<file path="config.mk">
export PLATFORM = sky130hd
export DESIGN_NAME = alu_share_ctrl
export DESIGN_NICKNAME = d
export VERILOG_FILES = /design/src/rtl/alu_share_ctrl.sv
export SDC_FILE = /design/constraint.sdc
export NUM_CORES = 1
export LEC_CHECK = 0
export CORE_UTILIZATION = 35
export CTS_CLUSTER_SIZE = 20
export DETAILED_ROUTE_END_ITERATION = 7
export HOLD_SLACK_MARGIN = 0.02
export PLACE_DENSITY = 0.56
export SLEW_MARGIN = 40
export SYNTH_ARGS = -nofsm -noshare
export SYNTH_HDL_FRONTEND = slang
export SYNTH_SLANG_ARGS = --single-unit
</file>
<file path="constraint.sdc">
create_clock -name clk -period 4.1 [get_ports clk]
set_clock_uncertainty 0.15 [all_clocks]
set_input_delay 0.41 -clock clk [delete_from_list [all_inputs] [get_ports clk]]
set_output_delay 0.41 -clock clk [all_outputs]
set_load 0.1 [all_outputs]
</file>
<file path="src/rtl/alu_share_ctrl.sv">
// Shares one 32-bit ALU between two requesters: arbitrate, latch, execute, respond.
// Optional sticky overflow flag with clear input when ALU_SHARE_STICKY_V_EN is defined.
module alu_share_ctrl #(
  parameter bit RR_EN = 1'b1
) (
  input  logic        clk,
  input  logic        reset,
  input  logic        req0,
  input  logic [31:0] a0,
  input  logic [31:0] b0,
  input  logic [2:0]  gin0,
  input  logic        req1,
  input  logic [31:0] a1,
  input  logic [31:0] b1,
  input  logic [2:0]  gin1,
`ifdef ALU_SHARE_STICKY_V_EN
  input  logic        clr_v,
  output logic        v_sticky,
`endif
  output logic [1:0]  gnt,
  output logic        busy,
  output logic        done0,
  output logic        done1,
  output logic [31:0] result,
  output logic [2:0]  status,
  output logic        err
);

  typedef enum logic [1:0] {StIdle, StExec, StResp} state_e;

  state_e      state_q, state_d;
  logic [1:0]  gnt_q, gnt_d;
  logic [1:0]  done_q, done_d;
  logic [31:0] a_q, a_d;
  logic [31:0] b_q, b_d;
  logic [2:0]  gin_q, gin_d;
  logic        prio_q, prio_d;  // 1: port 1 wins the next conflict
  logic [31:0] result_q, result_d;
  logic [2:0]  status_q, status_d;
  logic        err_q, err_d;

  logic [31:0] alu_sum;
  logic [31:0] add_res;
  logic [31:0] sub_res;
  logic        add_v;
  logic        sub_v;
  logic        alu_v;
  logic        alu_illegal;
  logic        pick1;

  // ALU datapath, driven only from the latched operands
  always_comb begin
    add_res     = a_q + b_q;
    sub_res     = a_q - b_q;
    add_v       = (a_q[31] == b_q[31]) && (add_res[31] != a_q[31]);
    sub_v       = (a_q[31] != b_q[31]) && (sub_res[31] != a_q[31]);
    alu_sum     = '0;
    alu_v       = 1'b0;
    alu_illegal = 1'b0;
    unique case (gin_q)
      3'b010: begin alu_sum = add_res;           alu_v = add_v; end
      3'b110: begin alu_sum = sub_res;           alu_v = sub_v; end
      3'b111: begin alu_sum = {31'b0, sub_res[31]}; alu_v = sub_v; end
      3'b000: alu_sum = a_q & b_q;
      3'b001: alu_sum = a_q | b_q;
      default: alu_illegal = 1'b1;
    endcase
  end

  assign pick1 = req1 && (!req0 || (RR_EN && prio_q));

  always_comb begin
    state_d  = state_q;
    gnt_d    = gnt_q;
    done_d   = 2'b00;
    a_d      = a_q;
    b_d      = b_q;
    gin_d    = gin_q;
    prio_d   = prio_q;
    result_d = result_q;
    status_d = status_q;
    err_d    = err_q;
    unique case (state_q)
      StIdle: begin
        if (req0 || req1) begin
          gnt_d   = pick1 ? 2'b10 : 2'b01;
          a_d     = pick1 ? a1 : a0;
          b_d     = pick1 ? b1 : b0;
          gin_d   = pick1 ? gin1 : gin0;
          state_d = StExec;
        end
      end
      StExec: begin
        if (alu_illegal) begin
          result_d = '0;
          status_d = 3'b010;
          err_d    = 1'b1;
        end else begin
          result_d = alu_sum;
          status_d = {alu_sum[31], alu_sum == 32'd0, alu_v};
          err_d    = 1'b0;
        end
        state_d = StResp;
      end
      StResp: begin
        done_d  = gnt_q;
        prio_d  = gnt_q[0];
        gnt_d   = 2'b00;
        state_d = StIdle;
      end
      default: state_d = StIdle;
    endcase
  end

  always_ff @(posedge clk) begin
    if (reset) begin
      state_q  <= StIdle;
      gnt_q    <= 2'b00;
      done_q   <= 2'b00;
      a_q      <= '0;
      b_q      <= '0;
      gin_q    <= '0;
      prio_q   <= 1'b0;
      result_q <= '0;
      status_q <= '0;
      err_q    <= 1'b0;
    end else begin
      state_q  <= state_d;
      gnt_q    <= gnt_d;
      done_q   <= done_d;
      a_q      <= a_d;
      b_q      <= b_d;
      gin_q    <= gin_d;
      prio_q   <= prio_d;
      result_q <= result_d;
      status_q <= status_d;
      err_q    <= err_d;
    end
  end

`ifdef ALU_SHARE_STICKY_V_EN
  logic v_sticky_q, v_sticky_d;

  // Set has priority over clear
  always_comb begin
    v_sticky_d = v_sticky_q;
    if (clr_v) v_sticky_d = 1'b0;
    if ((state_q == StResp) && status_q[0]) v_sticky_d = 1'b1;
  end

  always_ff @(posedge clk) begin
    if (reset) v_sticky_q <= 1'b0;
    else       v_sticky_q <= v_sticky_d;
  end

  assign v_sticky = v_sticky_q;
`endif

  assign gnt    = gnt_q;
  assign busy   = (state_q != StIdle);
  assign done0  = done_q[0];
  assign done1  = done_q[1];
  assign result = result_q;
  assign status = status_q;
  assign err    = err_q;

endmodule

</file>
[Word level (Yosys, flattened, before mapping)]
Cells that the tools add are included.
Word-level totals
  bits in writable memories: 0
  output and inout bits: 41
  word-level logic and storage cells: 55
  memories: 0
  bits in registers: 110
  memory bits (read-only): 0
  input port bits: 138
  latch bits: 0
Cells by class
  shift operators: 0
  equal/unequal tests: 11
  add/subtract/negate cells: 2
  order comparisons: 0
  $mul: 0
  mux-type cells: 13
  bitwise logic cells: 3
  reduce and logical (&&, ||, !) cells: 16
  div/mod/pow operators: 0
Operators with widths (count)
  case mux 32 bit (5 select lines): 1
  two-way mux 32 bit: 3
  adder 32 bit: 1
  bitwise AND 32 bit: 1
  logical NOT 32 bit: 1
  OR 32 bit: 1
  subtractor 32 bit: 1
  case mux 2 bit (2 select lines): 2
  equality test 3 bit, second input constant: 2
  two-way mux 2 bit: 3
  two-way mux 3 bit: 2
  OR reduction 5 bit: 1
  AND reduction 2 bit: 2
  nonzero test 2 bit: 2
  OR reduction 2 bit: 2
  equality test 3 x 1 -> 1 bit, second input constant: 1
  equality test 3 x 2 -> 1 bit, second input constant: 1
  logical AND 1 bit: 3
  logical NOT 3 bit: 1
  inequality test 1 bit: 3
  equality test 2 x 1 -> 1 bit, second input constant: 1
  equality test 2 bit, second input constant: 1
  logical NOT 2 bit: 1
  logical OR 1 bit: 2
  other kinds (6): 6

[Depth between registers and ports, before layout]
  depth in word-level cells: 6
  depth in mapped cells: 15
  depth with buffers taken out: 15

[Worst setup path before layout]
OpenSTA, ideal clock, no wires.
  path kind: flip-flop to flip-flop
  from: reg a_q[7]
  to: reg status_q[1], in the netlist status[1]
  slack: 0.688 ns
  data arrival time: 3.166 ns
  data required time: 3.854 ns
  stages on the path, launching flop included: 15
  cell sequence: dfxtp_1 -> inv_1 -> ha_1 -> buf_6 -> inv_2 -> a21oi_2 -> o311ai_1 -> a21oi_2 -> and2_1 -> o31ai_1 -> a311o_1 -> mux2_1 -> a221oi_1 -> o211ai_1 -> o41ai_2
Between the ends
  word-level cells in the longest chain between the ends: 4
  elaborated cells between the ends (all ways): 7
  those cells by class: 2 x add/sub; 2 x mux; 2 x bitwise; 1 x reduce/logical
RTL lines
  start: declaration: RTL line 34  | logic [31:0] a_q, a_d;
  start signal: assignment: RTL line 120  | a_q <= '0;
  start signal: assignment: RTL line 131  | a_q <= a_d;
  subtractor 32 bit, or another cell as far along: RTL line 54  | sub_res = a_q - b_q;
  case mux 32 bit (5 select lines) (*): RTL line 60  | unique case (gin_q)
  logical NOT 32 bit (*): RTL line 100  | status_d = {alu_sum[31], alu_sum == 32'd0, alu_v};
  two-way mux 3 bit (*): RTL line 94  | if (alu_illegal) begin
  end signal: assignment: RTL line 136  | status_q <= status_d;
  end: declaration: RTL line 39  | logic [2:0] status_q, status_d;
Every way passes the cells marked *; elsewhere a longest branch is shown, timed or not.
A chain may end at the register's enable or synchronous reset.

[Final worst setup path]
  from: reg a_q[0]
  to: reg status_q[1], in the netlist status[1]
Same word-level chain as after synthesis.

==> impl_metrics.toml <==
[drt]
vias = 9947
wirelength_mm = 34.28
avgRoutedWirePerCell_um = 19.85
vias_per_cell = 5.760
ant_nets = 0
firstDrtPassIters = 6
drc = 0
drtIter0Drc = 1050

[sta]
rsz0062_at_grt = "no"
whs_ns = 0.2354
fin_crit_sh_pct = 95.40
finalSetupTns_ns = 0
maxSlewHeadroom_pct = 48.86
finalHoldViolations = 0
finalCriticalPeriod_ns = 3.911
fmax_ghz = 0.2557
worst_slew_pin_slew_ns = 0.7671
slew_viol_final = 0
setup_violations = 0

[synth]
synth-warning-count = 0
syn_inst = 1223
synth-edff-count = 0
synth.largest_area_cell = "dfxtp_1"
syn-num-nets = 1473
synthTopCellsByArea = "dfxtp_1 (23%), ha_1 (14%), a222oi_1 (7.0%), nor2_1 (6.9%), a21oi_1 (4.2%)"
synthArstFlopShare_pct = 0
synth_area_mm2 = 0.009592
yosysSeqAreaShare_pct = 22.75
avgSynthCellArea_um2 = 7.843
yosysUniqueCellTypes = 93
synth_top_area_share_pct = 22.75
synth_ff_type = "dfxtp_1"
synth_seq_cells = 109

[die]
die_area_mm2 = 0.02807
start_util_pct = 35.59
ios = 179
fp.dieW_um = 167.5
rows = 60
die_y_um = 167.5
core_region_area_mm2 = 0.02695

[cells_and_area]
drive_gt1_share_pct = 12.70
design_area_mm2 = 0.01197
syn2layout_area_growth_pct = 24.75
antenna_cells = 0
fin_nets = 1631
stdcell_count = 1727
nFillCells = 2788

[critical_path]
critical_path_class = "register to register"
cp-startpoint = "a_q[0]"
end_kind = "register"
crit_required_ns = 4.23
cp.arrival_ns = 4.04
start_kind = "register"
critPathMaxFanout = 3
r2r-end = "status[1]"
regToRegSetupSlack_ns = 0.19
r2r-start = "a_q[0]"
reg2reg_depth = 15

[placed_design]
port_buffers = 178
place.gp.congestion = 0.9412
dp.cells = 1707
place_area_mm2 = 0.01158
dp_hpwl_mm = 26.28

[clocking]
cts.clk_slew.worst_paths_ns = 0.09
htree_levels = 3
cts-buffers-inserted = 9
clock_latency_ns = 0.38
cts-root-buf = "clkbuf_16"
cts.sinks = 109
ctsLongestPathBuffers = 2
hold_buffers = 0
cts_tree = "built"

[grt]
grt_pass1_wl_mm = 53.41
grt_pass1_vias = 9162
grt_antenna_before_repair = 0
grt_usage_pct = 24.12
grt_start_max_net_pins = 55
grt_overflow = 0

[worst_hold_path]
worstHoldPathCells = 3
hp-start = "reset"
hold_end = "result[30]"
hold_path_class = "primary input to register"

[power_and_ir_drop]
pwr-share-comb_pct = 47.8
power.leakage_nw = 4.915
intPower_mw = 2.317
switching_share_pct = 44.53
p_per_area_mw_per_mm2 = 349.1
ir_drop_mv = 0.1693
power_frac_clock_pct = 22.4
pwr-share-seq_pct = 29.8
switchingPower_mw = 1.860

[flow_run]
cap_violations = 0

[run_status]
outcome = "finished, final reports clean"
[Yosys cell counts, types with 8 or more instances]
cell type	count
and3_1	8
a21o_1	12
o211ai_1	25
clkbuf_1	65
clkbuf_8	11
o31ai_1	15
nand4_1	12
nand2b_1	15
nand2_1	52
o21ai_1	11
ha_1	110
a21oi_1	80
nand3_1	26
a222oi_1	67
nor3_1	37
o21ai_0	43
a31oi_1	15
o21bai_1	9
dfxtp_1	109
nor2_1	176
mux2i_1	13
xnor2_1	17
inv_1	93
nor4_1	14
nor2b_1	9
a211oi_1	31
[sequential cells by signal, summed over array words and instances (netlist names)]
name and flops:
result 32, status 2, state_q 2, err 1, done_q 2, a_q 32, gnt 2, prio_q 1
b_q 32, gin_q 3
[cells by family (layout without fill, tap and decap cells)]
logic type,Yosys count,after routing,synth area share [%]
simple gates,392,392,19.72
fa+ha+maj,112,112,14.77
compound gates,381,381,29.59
xor+xnor,19,19,1.735
flops,109,109,22.75
buf+inv,194,357,9.731
mux,16,16,1.709
[how the worst max path moves through the flow]
stage                            to  slack (ns)  cells after the start
after floorplan           status[1]        0.69                     14
after global placement    status[1]        0.12                     13
after detailed placement  status[1]        0.11                     12
after CTS                 status[1]        0.09                     12
after global routing      status[1]      0.0002                     16
final                     status[1]        0.19                     15
[layout make-up]
cell class	instances	area, um2	area share, %
repair buffers	243	2112	17.65
flip-flops and latches	109	2185	18.26
clock buffers	9	225.2	1.882
multi-input cells	920	6548	54.72
well taps	341	426.7	3.566
inverters	98	394.1	3.294
clock inverters	7	75.07	0.6274
[placed cells by master, fill, tap and decap left out, types with 4 or more instances in the layout]
master / n
inv_1: 93
a31oi_1: 15
buf_2: 41
nor2_1: 173
a21oi_1: 80
nand3_1: 26
a21o_1: 12
nor2b_1: 7
nand2b_1: 15
a211oi_1: 31
nand4_1: 12
o21ai_1: 9
a222oi_1: 67
or3_1: 7
o21ai_0: 43
a221oi_1: 4
dfxtp_1: 107
a211o_1: 4
o211ai_1: 25
o22ai_1: 7
and2_1: 5
and3_1: 7
mux2i_1: 13
o31ai_1: 15
o21bai_1: 9
ha_1: 109
nor4_1: 14
o211a_1: 5
clkdlybuf4s50_1: 136
xnor2_1: 17
clkbuf_16: 10
or2_2: 5
nand2_1: 51
buf_4: 62
nor3_1: 36
[stage by stage]
stage	total power, mW	setup slack [ns]	utilization (%)
global placement	3.241	0.1222	43.64
finish	4.177	0.1887	44.40
global route	4.412	0.0002300	44.40
floorplan	2.595	0.6883	-
CTS	4.155	0.08835	44.07
detailed placement	3.215	0.1133	42.96
[power groups by stage]
stage | registers [mW] | logic, mW | clock network [mW]
final | 1.24 | 2.00 | 0.936
after detailed placement | 1.27 | 1.94 | 0
after CTS | 1.25 | 1.95 | 0.957
after global placement | 1.27 | 1.97 | 0
after global routing | 1.26 | 2.15 | 0.998
after floorplan | 1.48 | 1.11 | 0
[worst max-delay path, cell delays in order (launching register included)]
cell and delay [ns]:
dfxtp_1 0.34, inv_1 0.09, ha_1 0.17, inv_1 0.06, fa_1 0.37, nor2b_2 0.20
o311ai_4 0.35, nand2_2 0.12, nand2b_1 0.13, and2_1 0.18, o31ai_1 0.11, a311o_1 0.43
mux2_1 0.36, a221oi_2 0.29, o211ai_1 0.15, o41ai_2 0.31
[layer usage]
metal | global-route usage (%) | up-vias | wire [um]
met5 | 0 | - | 0
met4 | 5.185 | 0 | 451
met3 | 3.593 | 34 | 2064
li1 | - | 4829 | -
met1 | 35.60 | 4718 | 17060
met2 | 36.59 | 366 | 14710
[timing repair]
action | 4_1_cts | 5_1_grt
buffers inserted | 0 | 3
gates resized for setup | 0 | 9
endpoints found under the setup margin | 0 | 1
Power figures use the tool's default switching activity.
